File: src/rtl/alarm_pkg.sv
`default_nettype none
// ============================================================================
// Module   : alarm_pkg
// Purpose  : Shared types and helpers for the multi-slot alarm controller.
//            Defines the packed BCD mm:ss time type, a BCD validity check,
//            and the controller state encoding.
// Revision : 1.0  initial release
// ============================================================================
package alarm_pkg;

  // Same packing as the counter_60 chain:
  // {min_tens[2:0], min_ones[3:0], sec_tens[2:0], sec_ones[3:0]}
  typedef struct packed {
    logic [2:0] min_tens;
    logic [3:0] min_ones;
    logic [2:0] sec_tens;
    logic [3:0] sec_ones;
  } time_bcd_t;

  typedef enum logic [1:0] {
    IDLE   = 2'd0,
    RING   = 2'd1,
    SNOOZE = 2'd2
  } state_e;

  // Index width is fixed at 4 so the port map does not move with NUM_ALARMS.
  localparam int C_IDX_W = 4;

  function automatic logic bcd_valid(input time_bcd_t t);
    return (t.min_tens <= 3'd5) && (t.min_ones <= 4'd9) &&
           (t.sec_tens <= 3'd5) && (t.sec_ones <= 4'd9);
  endfunction

endpackage
`default_nettype wire

File: src/rtl/alarm_slot_bank.sv
`default_nettype none
// ============================================================================
// Module   : alarm_slot_bank
// Purpose  : Register file of NUM_ALARMS alarm slots (time + arm bit), write
//            validation, per-slot comparator against the current time, and a
//            lowest-index priority encoder.
// Ports    : clk, rst_n            clock / async active-low reset
//            wr_en/wr_idx/wr_time/wr_arm  slot write port
//            cur_time              running clock time
//            hit, hit_idx          combinational match result
//            armed_mask            per-slot arm bits
//            wr_err                one-cycle pulse on a rejected write
// Revision : 1.0  initial release
// ============================================================================
module alarm_slot_bank
  import alarm_pkg::*;
#(
  parameter int NUM_ALARMS = 4
) (
  input  logic                  clk,
  input  logic                  rst_n,
  input  logic                  wr_en,
  input  logic [C_IDX_W-1:0]    wr_idx,
  input  time_bcd_t             wr_time,
  input  logic                  wr_arm,
  input  time_bcd_t             cur_time,
  output logic                  hit,
  output logic [C_IDX_W-1:0]    hit_idx,
  output logic [NUM_ALARMS-1:0] armed_mask,
  output logic                  wr_err
);

  logic                  w_idx_ok;
  logic                  w_accept;
  logic [NUM_ALARMS-1:0] w_match;
  logic                  r_wr_err;

  // Extend by one bit so NUM_ALARMS=16 still compares correctly.
  assign w_idx_ok = ({1'b0, wr_idx} < 5'(NUM_ALARMS));
  assign w_accept = wr_en && w_idx_ok && bcd_valid(wr_time);

  always_ff @(posedge clk or negedge rst_n) begin
    if (!rst_n) begin
      r_wr_err <= 1'b0;
    end else begin
      r_wr_err <= wr_en && !w_accept;
    end
  end

  assign wr_err = r_wr_err;

  for (genvar i = 0; i < NUM_ALARMS; i++) begin : g_slot
    time_bcd_t r_time;
    logic      r_arm;
    logic      w_we;

    assign w_we = w_accept && (wr_idx == C_IDX_W'(i));

    always_ff @(posedge clk or negedge rst_n) begin
      if (!rst_n) begin
        r_time <= '0;
        r_arm  <= 1'b0;
      end else if (w_we) begin
        r_time <= wr_time;
        r_arm  <= wr_arm;
      end
    end

    assign armed_mask[i] = r_arm;
    assign w_match[i]    = r_arm && (r_time == cur_time);
  end

  // Scan from the top down so the lowest matching index is the last writer.
  always_comb begin
    hit     = 1'b0;
    hit_idx = '0;
    for (int i = NUM_ALARMS - 1; i >= 0; i--) begin
      if (w_match[i]) begin
        hit     = 1'b1;
        hit_idx = C_IDX_W'(i);
      end
    end
  end

endmodule
`default_nettype wire

File: src/rtl/alarm_multi_ctrl.sv
`default_nettype none
// ============================================================================
// Module   : alarm_multi_ctrl
// Purpose  : Multi-slot alarm controller. Compares programmable mm:ss slots
//            against the running time on each second tick and runs the
//            IDLE / RING / SNOOZE state machine that gates the audio enable.
// Ports    : clk, rst_n        clock / async active-low reset
//            sec_tick         one-clk pulse per counted second
//            cur_time         current BCD time
//            wr_en, wr_idx, wr_time, wr_arm   slot programming
//            snooze, alarm_off                debounced button pulses
//            ringing, snoozing                registered state flags
//            ring_idx         slot that started the current event
//            armed_mask       per-slot arm bits
//            missed           sticky timeout flag, cleared by alarm_off
//            wr_err           one-cycle pulse on a rejected write
// Revision : 1.0  initial release
// ============================================================================
module alarm_multi_ctrl
  import alarm_pkg::*;
#(
  parameter int NUM_ALARMS  = 4,
  parameter int RING_SECS   = 30,
  parameter int SNOOZE_SECS = 5,
  parameter int MAX_SNOOZE  = 3
) (
  input  logic                  clk,
  input  logic                  rst_n,
  input  logic                  sec_tick,
  input  logic [13:0]           cur_time,
  input  logic                  wr_en,
  input  logic [3:0]            wr_idx,
  input  logic [13:0]           wr_time,
  input  logic                  wr_arm,
  input  logic                  snooze,
  input  logic                  alarm_off,
  output logic                  ringing,
  output logic [3:0]            ring_idx,
  output logic                  snoozing,
  output logic [NUM_ALARMS-1:0] armed_mask,
  output logic                  missed,
  output logic                  wr_err
);

  localparam logic [1:0] S_IDLE   = 2'(IDLE);
  localparam logic [1:0] S_RING   = 2'(RING);
  localparam logic [1:0] S_SNOOZE = 2'(SNOOZE);

  localparam int C_RW = $clog2(RING_SECS + 1);
  localparam int C_LW = $clog2(SNOOZE_SECS + 1);
  // MAX_SNOOZE=0 would give a zero-width counter; keep at least one bit.
  localparam int C_SW = (MAX_SNOOZE > 0) ? $clog2(MAX_SNOOZE + 1) : 1;

  localparam logic [C_RW-1:0] C_RING_LAST = C_RW'(RING_SECS - 1);
  localparam logic [C_RW-1:0] C_RING_MAX  = C_RW'(RING_SECS);
  localparam logic [C_LW-1:0] C_SIL_LAST  = C_LW'(SNOOZE_SECS - 1);
  localparam logic [C_LW-1:0] C_SIL_MAX   = C_LW'(SNOOZE_SECS);
  localparam logic [C_SW-1:0] C_SNZ_MAX   = C_SW'(MAX_SNOOZE);

  logic            w_hit;
  logic [3:0]      w_hit_idx;

  logic [1:0]      r_state,    w_state_nxt;
  logic [3:0]      r_ring_idx, w_ring_idx_nxt;
  logic [C_RW-1:0] r_ring_cnt, w_ring_cnt_nxt;
  logic [C_LW-1:0] r_sil_cnt,  w_sil_cnt_nxt;
  logic [C_SW-1:0] r_snz_cnt,  w_snz_cnt_nxt;
  logic            r_missed,   w_missed_nxt;
  logic            r_ringing;
  logic            r_snoozing;

  alarm_slot_bank #(
    .NUM_ALARMS (NUM_ALARMS)
  ) u_bank (
    .clk        (clk),
    .rst_n      (rst_n),
    .wr_en      (wr_en),
    .wr_idx     (wr_idx),
    .wr_time    (time_bcd_t'(wr_time)),
    .wr_arm     (wr_arm),
    .cur_time   (time_bcd_t'(cur_time)),
    .hit        (w_hit),
    .hit_idx    (w_hit_idx),
    .armed_mask (armed_mask),
    .wr_err     (wr_err)
  );

  always_comb begin
    w_state_nxt    = r_state;
    w_ring_idx_nxt = r_ring_idx;
    w_ring_cnt_nxt = r_ring_cnt;
    w_sil_cnt_nxt  = r_sil_cnt;
    w_snz_cnt_nxt  = r_snz_cnt;
    w_missed_nxt   = r_missed;

    // The sticky flag is acknowledged by alarm_off regardless of state.
    if (alarm_off) begin
      w_missed_nxt = 1'b0;
    end

    case (r_state)
      S_IDLE: begin
        if (sec_tick && w_hit) begin
          w_state_nxt    = S_RING;
          w_ring_idx_nxt = w_hit_idx;
          w_ring_cnt_nxt = '0;
          w_snz_cnt_nxt  = '0;
          w_sil_cnt_nxt  = '0;
        end
      end

      S_RING: begin
        if (alarm_off) begin
          w_state_nxt = S_IDLE;
        end else if (snooze) begin
          if (r_snz_cnt < C_SNZ_MAX) begin
            w_state_nxt   = S_SNOOZE;
            w_snz_cnt_nxt = r_snz_cnt + 1'b1;
            w_sil_cnt_nxt = '0;
          end else begin
            // Snooze budget exhausted: behaves as off.
            w_state_nxt = S_IDLE;
          end
        end else if (sec_tick) begin
          if (r_ring_cnt >= C_RING_LAST) begin
            w_state_nxt    = S_IDLE;
            w_ring_cnt_nxt = C_RING_MAX;
            w_missed_nxt   = 1'b1;
          end else begin
            w_ring_cnt_nxt = r_ring_cnt + 1'b1;
          end
        end
      end

      S_SNOOZE: begin
        if (alarm_off) begin
          w_state_nxt = S_IDLE;
        end else if (sec_tick) begin
          if (r_sil_cnt >= C_SIL_LAST) begin
            w_state_nxt    = S_RING;
            w_sil_cnt_nxt  = C_SIL_MAX;
            w_ring_cnt_nxt = '0;
          end else begin
            w_sil_cnt_nxt = r_sil_cnt + 1'b1;
          end
        end
      end

      default: begin
        w_state_nxt = S_IDLE;
      end
    endcase
  end

  always_ff @(posedge clk or negedge rst_n) begin
    if (!rst_n) begin
      r_state    <= S_IDLE;
      r_ring_idx <= '0;
      r_ring_cnt <= '0;
      r_sil_cnt  <= '0;
      r_snz_cnt  <= '0;
      r_missed   <= 1'b0;
      r_ringing  <= 1'b0;
      r_snoozing <= 1'b0;
    end else begin
      r_state    <= w_state_nxt;
      r_ring_idx <= w_ring_idx_nxt;
      r_ring_cnt <= w_ring_cnt_nxt;
      r_sil_cnt  <= w_sil_cnt_nxt;
      r_snz_cnt  <= w_snz_cnt_nxt;
      r_missed   <= w_missed_nxt;
      r_ringing  <= (w_state_nxt == S_RING);
      r_snoozing <= (w_state_nxt == S_SNOOZE);
    end
  end

  assign ringing  = r_ringing;
  assign snoozing = r_snoozing;
  assign ring_idx = r_ring_idx;
  assign missed   = r_missed;

endmodule
`default_nettype wire

File: config.mk
export PLATFORM = sky130hd
export DESIGN_NAME = alarm_multi_ctrl
export DESIGN_NICKNAME = d
export VERILOG_FILES = /design/src/rtl/alarm_pkg.sv /design/src/rtl/alarm_slot_bank.sv /design/src/rtl/alarm_multi_ctrl.sv
export SDC_FILE = /design/constraint.sdc
export NUM_CORES = 1
export LEC_CHECK = 0
export ABC_AREA = 1
export BUFFER_PORTS_ARGS = -buffer_cell sky130_fd_sc_hd__buf_2
export CAP_MARGIN = 0
export CELL_PAD_IN_SITES_DETAIL_PLACEMENT = 1
export CELL_PAD_IN_SITES_GLOBAL_PLACEMENT = 2
export CORE_UTILIZATION = 36
export DETAILED_ROUTE_END_ITERATION = 10
export PLACE_DENSITY_LB_ADDON = 0.1
export SLEW_MARGIN = 20
export SYNTH_ARGS = -nofsm -noshare
export SYNTH_HDL_FRONTEND = slang
export SYNTH_HIERARCHICAL = 1
export SYNTH_SLANG_ARGS = --single-unit
File: constraint.sdc
create_clock -name clk -period 2.4 [get_ports clk]
set_input_delay 0.12 -clock clk [delete_from_list [all_inputs] [get_ports clk]]
set_output_delay 0.12 -clock clk [all_outputs]
set_load 0.05 [all_outputs]
* Word level (Yosys, flattened, before mapping) *
Index checks and enable logic that the tools add are counted.

word-level totals
  register bits = 80
  bits of input ports = 39
  output and inout port bits = 12
  logic and storage cells = 130

cells by class
  add/subtract/negate cells = 3
  order comparisons = 8
  equality and inequality tests = 20
  muxes and demuxes = 46
  reduce and logical (&&, ||, !) cells = 24

operator list
  cell                   count
  $eq A14 B14 Y1         4
  $mux W5                8
  $mux W2                14
  $mux W3                7
  $ne A2 B2 Y1 const B   9
  $logic_and A1 B1 Y1    15
  $pmux W5 S3            1
  $mux W4                3
  $mux W1                10
  $pmux W3 S3            1
  $eq A4 B2 Y1 const B   2
  $le A4 B4 Y1 const B   2
  $reduce_and A8 Y1      1
  $reduce_and A7 Y1      1
  $le A3 B3 Y1 const B   2
  $pmux W2 S3            1
  $add A5 B1 Y5 const B  1
  $ge A5 B5 Y1 const B   1
  $reduce_and A5 Y1      1
  $eq A2 B1 Y1 const B   2
  $eq A2 B2 Y1 const B   2
  $eq A4 B1 Y1 const B   1
  $logic_not A4 Y1       1
  $lt A4 B3 Y1 const B   1
  other kinds (10)       10

* Longest topological paths before layout *
  word-level depth = 10
  mapped depth = 18
  depth with buffers taken out = 17

* Hierarchy *
Netlist, hierarchy kept.

by module, submodules not included
  module            times used  cells each  area each (µm²)  sequential area each (µm²)
  alarm_slot_bank   1           442         3240.6           1526.5
  alarm_multi_ctrl  1           152         1141.1           475.5

* Least setup slack after synthesis *
OpenSTA, ideal clock, no wires.

  kind = reg-to-reg
  from = register u_bank/g_slot[3].r_time[13] (netlist bit)
  to = register r_ring_cnt[1]
  setup time = 0.119 ns
  arrival = 1.465 ns
  required time = 2.281 ns
  slack = 0.815 ns
  stages on the path, launching flop included = 15
  buffers on the path = 0
  period minus slack after synthesis = 1.585 ns
  cells stage by stage = dfrtp_1 > a21boi_0 > nand2_1 > nor2_1 > nand2_1 > o21ai_0 > inv_1 > nand2_1 > nand2_1 > nand2_1 > nand2_1 > nor2_1 > nand2_1 > nand2_1 > o21ai_2

between the ends
  cells in the longest elaborated chain, start to end = 9

ends and longest elaborated chain
  what                         RTL line                 source
  from (decl)                  alarm_slot_bank.sv:53    time_bcd_t r_time;
  from (signal assigned)       alarm_slot_bank.sv:64    r_time <= wr_time;
  $eq A14 B14 Y1               alarm_slot_bank.sv:70    assign w_match[i] = r_arm && (r_time == cur_time);
  $logic_and A1 B1 Y1          alarm_slot_bank.sv:70
  $mux W1 (4 in series)        alarm_slot_bank.sv:78    if (w_match[i]) begin
  named net w_hit              alarm_multi_ctrl.sv:60   logic w_hit;
  $logic_and A1 B1 Y1          alarm_multi_ctrl.sv:103  if (sec_tick && w_hit) begin
  $ne A2 B2 Y1 (no line)       n/a
  $reduce_and A8 Y1 (no line)  n/a
  to (signal assigned)         alarm_multi_ctrl.sv:168  r_ring_cnt <= w_ring_cnt_nxt;
  to (decl)                    alarm_multi_ctrl.sv:65   logic [C_RW-1:0] r_ring_cnt, w_ring_cnt_nxt;

The timed path passes the listed nets, and every way through them passes these cells.
A chain may end at the register's enable or synchronous reset.

* Final worst setup path *
  from = register u_bank/g_slot[0].r_time[2] (netlist bit)
  to = register r_snz_cnt[1]

between the ends
  cells in the longest elaborated chain, start to end = 6

ends and longest elaborated chain
  what                         RTL line                 source
  from (decl)                  alarm_slot_bank.sv:53
  from (signal assigned)       alarm_slot_bank.sv:64
  $eq A14 B14 Y1               alarm_slot_bank.sv:70
  $logic_and A1 B1 Y1          alarm_slot_bank.sv:70
  $mux W1                      alarm_slot_bank.sv:78
  named net w_hit              alarm_multi_ctrl.sv:60
  $logic_and A1 B1 Y1          alarm_multi_ctrl.sv:103
  $ne A2 B2 Y1 (no line)       n/a
  $reduce_and A5 Y1 (no line)  n/a
  to (signal assigned)         alarm_multi_ctrl.sv:170  r_snz_cnt <= w_snz_cnt_nxt;
  to (decl)                    alarm_multi_ctrl.sv:67   logic [C_SW-1:0] r_snz_cnt, w_snz_cnt_nxt;

The timed path passes the listed nets, and every way through them passes these cells.

==> reports/qor.csv <==
stage,metric,value,unit
floorplan,std_cell_rows,39,
cells_and_area,diodes,0,
critical_path,r2r_end,r_snz_cnt[1]$_DFFE_PN0P_,
global_routing,antenna_found_initial,0,
power,powerDensity,643,mW/mm²
job,max-cap-violations,0,
critical_path,r2r_start,u_bank/g_slot[0].r_time[2]$_DFFE_PN0P_,
floorplan,io_pins,51,
clock_tree,cts_root_buf,clkbuf_16,
timing,drv_slew,0,
critical_path,required,2.63,ns
global_routing,grt_start_max_net_pins,47,
routing,vias,3767,
yosys,netlist.area_leader.share,0.457,
cells_and_area,area_growth,14.6,%
yosys,synth-seq-cells,80,
clock_tree,clk-insertion-delay-late,0.34,ns
cells_and_area,layout_common_cells,"nand2_1, inv_1, dfrtp_1, o21ai_1, buf_2",
global_routing,grt_pass1_vias,3860,
power,switching_share,0.267,
timing,tightest_slew,0.626,ns
timing,final.min_clock_period,2.14,ns
routing,ant_nets,0,
critical_path,cp.arrival,2.37,ns
yosys,ys_async_sr_fraction,1.00,
placement,portBuffers,50,
critical_path,worstSetupEndpoint,r_snz_cnt[1]$_DFFE_PN0P_,
placement,post_dp_cell_area,0.00474,mm²
routing,avgViaCountPerCell,4.79,
routing,first_pass_iters,7,
critical_path,start_kind,flip-flop,
floorplan,core-area,0.0117,mm²
global_routing,grt_pass1_wl,20700,µm
yosys,avgSynthCellArea,7.38,µm²
routing,routed_wl,12400,µm
routing,drc_errors,2,
yosys,ys.flop_type,dfrtp_1,
yosys,synth_top_cell_by_area,dfrtp_1,
clock_tree,cts_tree,built,
clock_tree,cts_num_sinks,80,
critical_path,crit_start,u_bank/g_slot[0].r_time[2]$_DFFE_PN0P_,
outcome,violations,design-rule violations,
global_routing,gr-max-usage-layer,met2,
yosys,synth_cell_types,31,
floorplan,die_area,0.0126,mm²
power,p_seq_frac,0.473,
critical_path,end_kind,flip-flop,
cells_and_area,layout-drive-gt1-share,0.126,
power,combPwrFrac,0.137,
placement,dpl.hpwl,9420,µm
global_routing,gr-usage-met3,0.0491,
global_routing,gr-total-overflow,0,
critical_path,ff2ff_path_depth,13,
hold_path,worstHoldStart,alarm_off,
power,p_int,2.36,mW
routing,dr.first_iter.drc_count,166,
yosys,ys_seq_area_frac,0.457,
power,p_sw,0.863,mW
global_routing,gr-usage-met2,0.339,
clock_tree,cts-buffers-inserted,9,
timing,relSlewSlack,0.583,
yosys,synth_edf_count,0,
timing,finalClockSkew,0.00426,ns
critical_path,worstSetupPathType,flip-flop to flip-flop,
cells_and_area,layout_commonest_cell,nand2_1,
floorplan,dieHeight,112,µm
yosys,synth_area,0.00438,mm²
yosys,yosys_warnings,6,
yosys,syn-instance-count,594,
cells_and_area,design_area,0.00502,mm²
timing,fin_worst_hold_slack,0.0455,ns
power,power.leakage,2.56,nW
critical_path,r2r_slack,0.26,ns
global_routing,grt_usage,0.219,
outcome,status,"complete, but fails checks",
hold_path,holdCritPathClass,input port to flip-flop,
power,ir_drop,524,µV
placement,place_congestion,0.767,
power,clkPwrFrac,0.389,
timing,setup_tns,0,ns
timing,fin_crit_sh,0.893,
critical_path,cp_max_fo,12,
timing,max_freq,467,MHz
timing,hold_viol,0,
floorplan,die_w,112,µm
cells_and_area,fin_util,0.430,
cells_and_area,nets,684,
floorplan,start_util,0.376,
clock_tree,htreeDepth,3,
timing,finalSetupViolations,0,
clock_tree,clk_pin_slew,0.06,ns
routing,wl_per_cell,15.8,µm
clock_tree,cts_buffer_depth,2,
global_routing,use_met1,0.315,
yosys,ys_top_cells_by_area,"dfrtp_1, nand2_1, o21ai_1",
timing,rsz0062_at_grt,false,
clock_tree,post_cts_resized,0,
synth_stat cells, types with 2 or more instances:
cell / count
clkbuf_1: 5
inv_1: 81
inv_2: 4
nand2_1: 190
ha_1: 5
nand2_4: 2
o22ai_1: 2
nor3_1: 2
o21ai_0: 23
nand3_1: 20
a21oi_1: 10
nand3_2: 2
xnor2_1: 14
nand4_1: 4
dfrtp_1: 80
buf_2: 10
xor2_1: 8
buf_4: 7
o21ai_1: 67
nor2_1: 47
through the flow:
stage	setup slack [ns]	power (mW)	std cells
floorplan	0.815	1.82	595
global placement	0.342	1.98	771
detailed placement	0.276	2.00	771
CTS	0.256	3.28	787
global route	0.0460	3.40	787
finish	0.258	3.23	787
state kept, by name, indices dropped and copies added, names as in the netlist:
| register | cells |
|---|---|
| u_bank/g_slot.r_arm | 4 |
| ring_idx | 4 |
| r_sil_cnt | 3 |
| r_snz_cnt | 2 |
| ringing | 1 |
| r_ring_cnt | 5 |
| u_bank/g_slot.r_time | 56 |
| r_state | 2 |
| missed | 1 |
| snoozing | 1 |
| u_bank/wr_err | 1 |
power by group through the flow:
stage / Sequential [mW] / Clock [mW] / Combinational (mW)
3_5_place_dp: 1.55 / 0 / 0.449
5_1_grt: 1.54 / 1.35 / 0.511
6_report: 1.53 / 1.26 / 0.443
2_1_floorplan: 1.53 / 0 / 0.285
3_3_place_gp: 1.54 / 0 / 0.439
4_1_cts: 1.53 / 1.30 / 0.453
final cells by class:
cell class                 instances  area [µm²]
tap                              143         179
timing repair buffer              57         320
inverter                          85         319
sequential                        80        2000
clock buffer                      15         268
fill                            1491        6640
multi-input combinational        407        1930
critical path, stage by stage, from the launching register on:
cell and delay (ns):
dfrtp_1 0.39, xnor2_1 0.28, nor2b_1 0.26, nand2_1 0.07, nor2_1 0.10, nand2_1 0.08, nand2_1 0.08, inv_1 0.04
nand2_1 0.08, nand3_2 0.23, o21ai_0 0.15, nand2_1 0.12, nand2_1 0.10, o21ai_1 0.06
timing repair:
action,CTS,global route
hold buffers,1,0
setup buffers,0,0
hold endpoints to repair,45,0
logic make-up (layout without fill, tap and decap cells):
| family | after synthesis | in the layout | share of synthesized area |
|---|---|---|---|
| and+or+nand+nor | 274 | 274 | 0.260 |
| buffers and inverters | 108 | 157 | 0.103 |
| AOI/OAI and AO/OA | 104 | 104 | 0.121 |
| DFF | 80 | 80 | 0.457 |
| xor gates and xnor gates | 22 | 22 | 0.0440 |
| adders and majority gates | 5 | 5 | 0.0143 |
| other | 1 | 2 | 0.000856 |
how the worst min path moves through the flow:
stage / endpoint / slack (ns) / cells past startpoint
finish: missed$_DFF_PN0_ / 0.05 / 2
floorplan: missed$_DFF_PN0_ / -0.18 / 0
detailed placement: u_bank/g_slot[0].r_time[2]$_DFFE_PN0P_ / 0.18 / 1
global placement: u_bank/g_slot[2].r_time[6]$_DFFE_PN0P_ / 0.19 / 1
global route: missed$_DFF_PN0_ / 0.04 / 2
CTS: missed$_DFF_PN0_ / 0.04 / 2
metal layers:
metal,wire (µm),up-vias
li1,-,1927
met3,411,7
met2,5570,40
met4,98,0
met1,6350,1793
met5,0,-
Power figures use the tool's default switching activity.
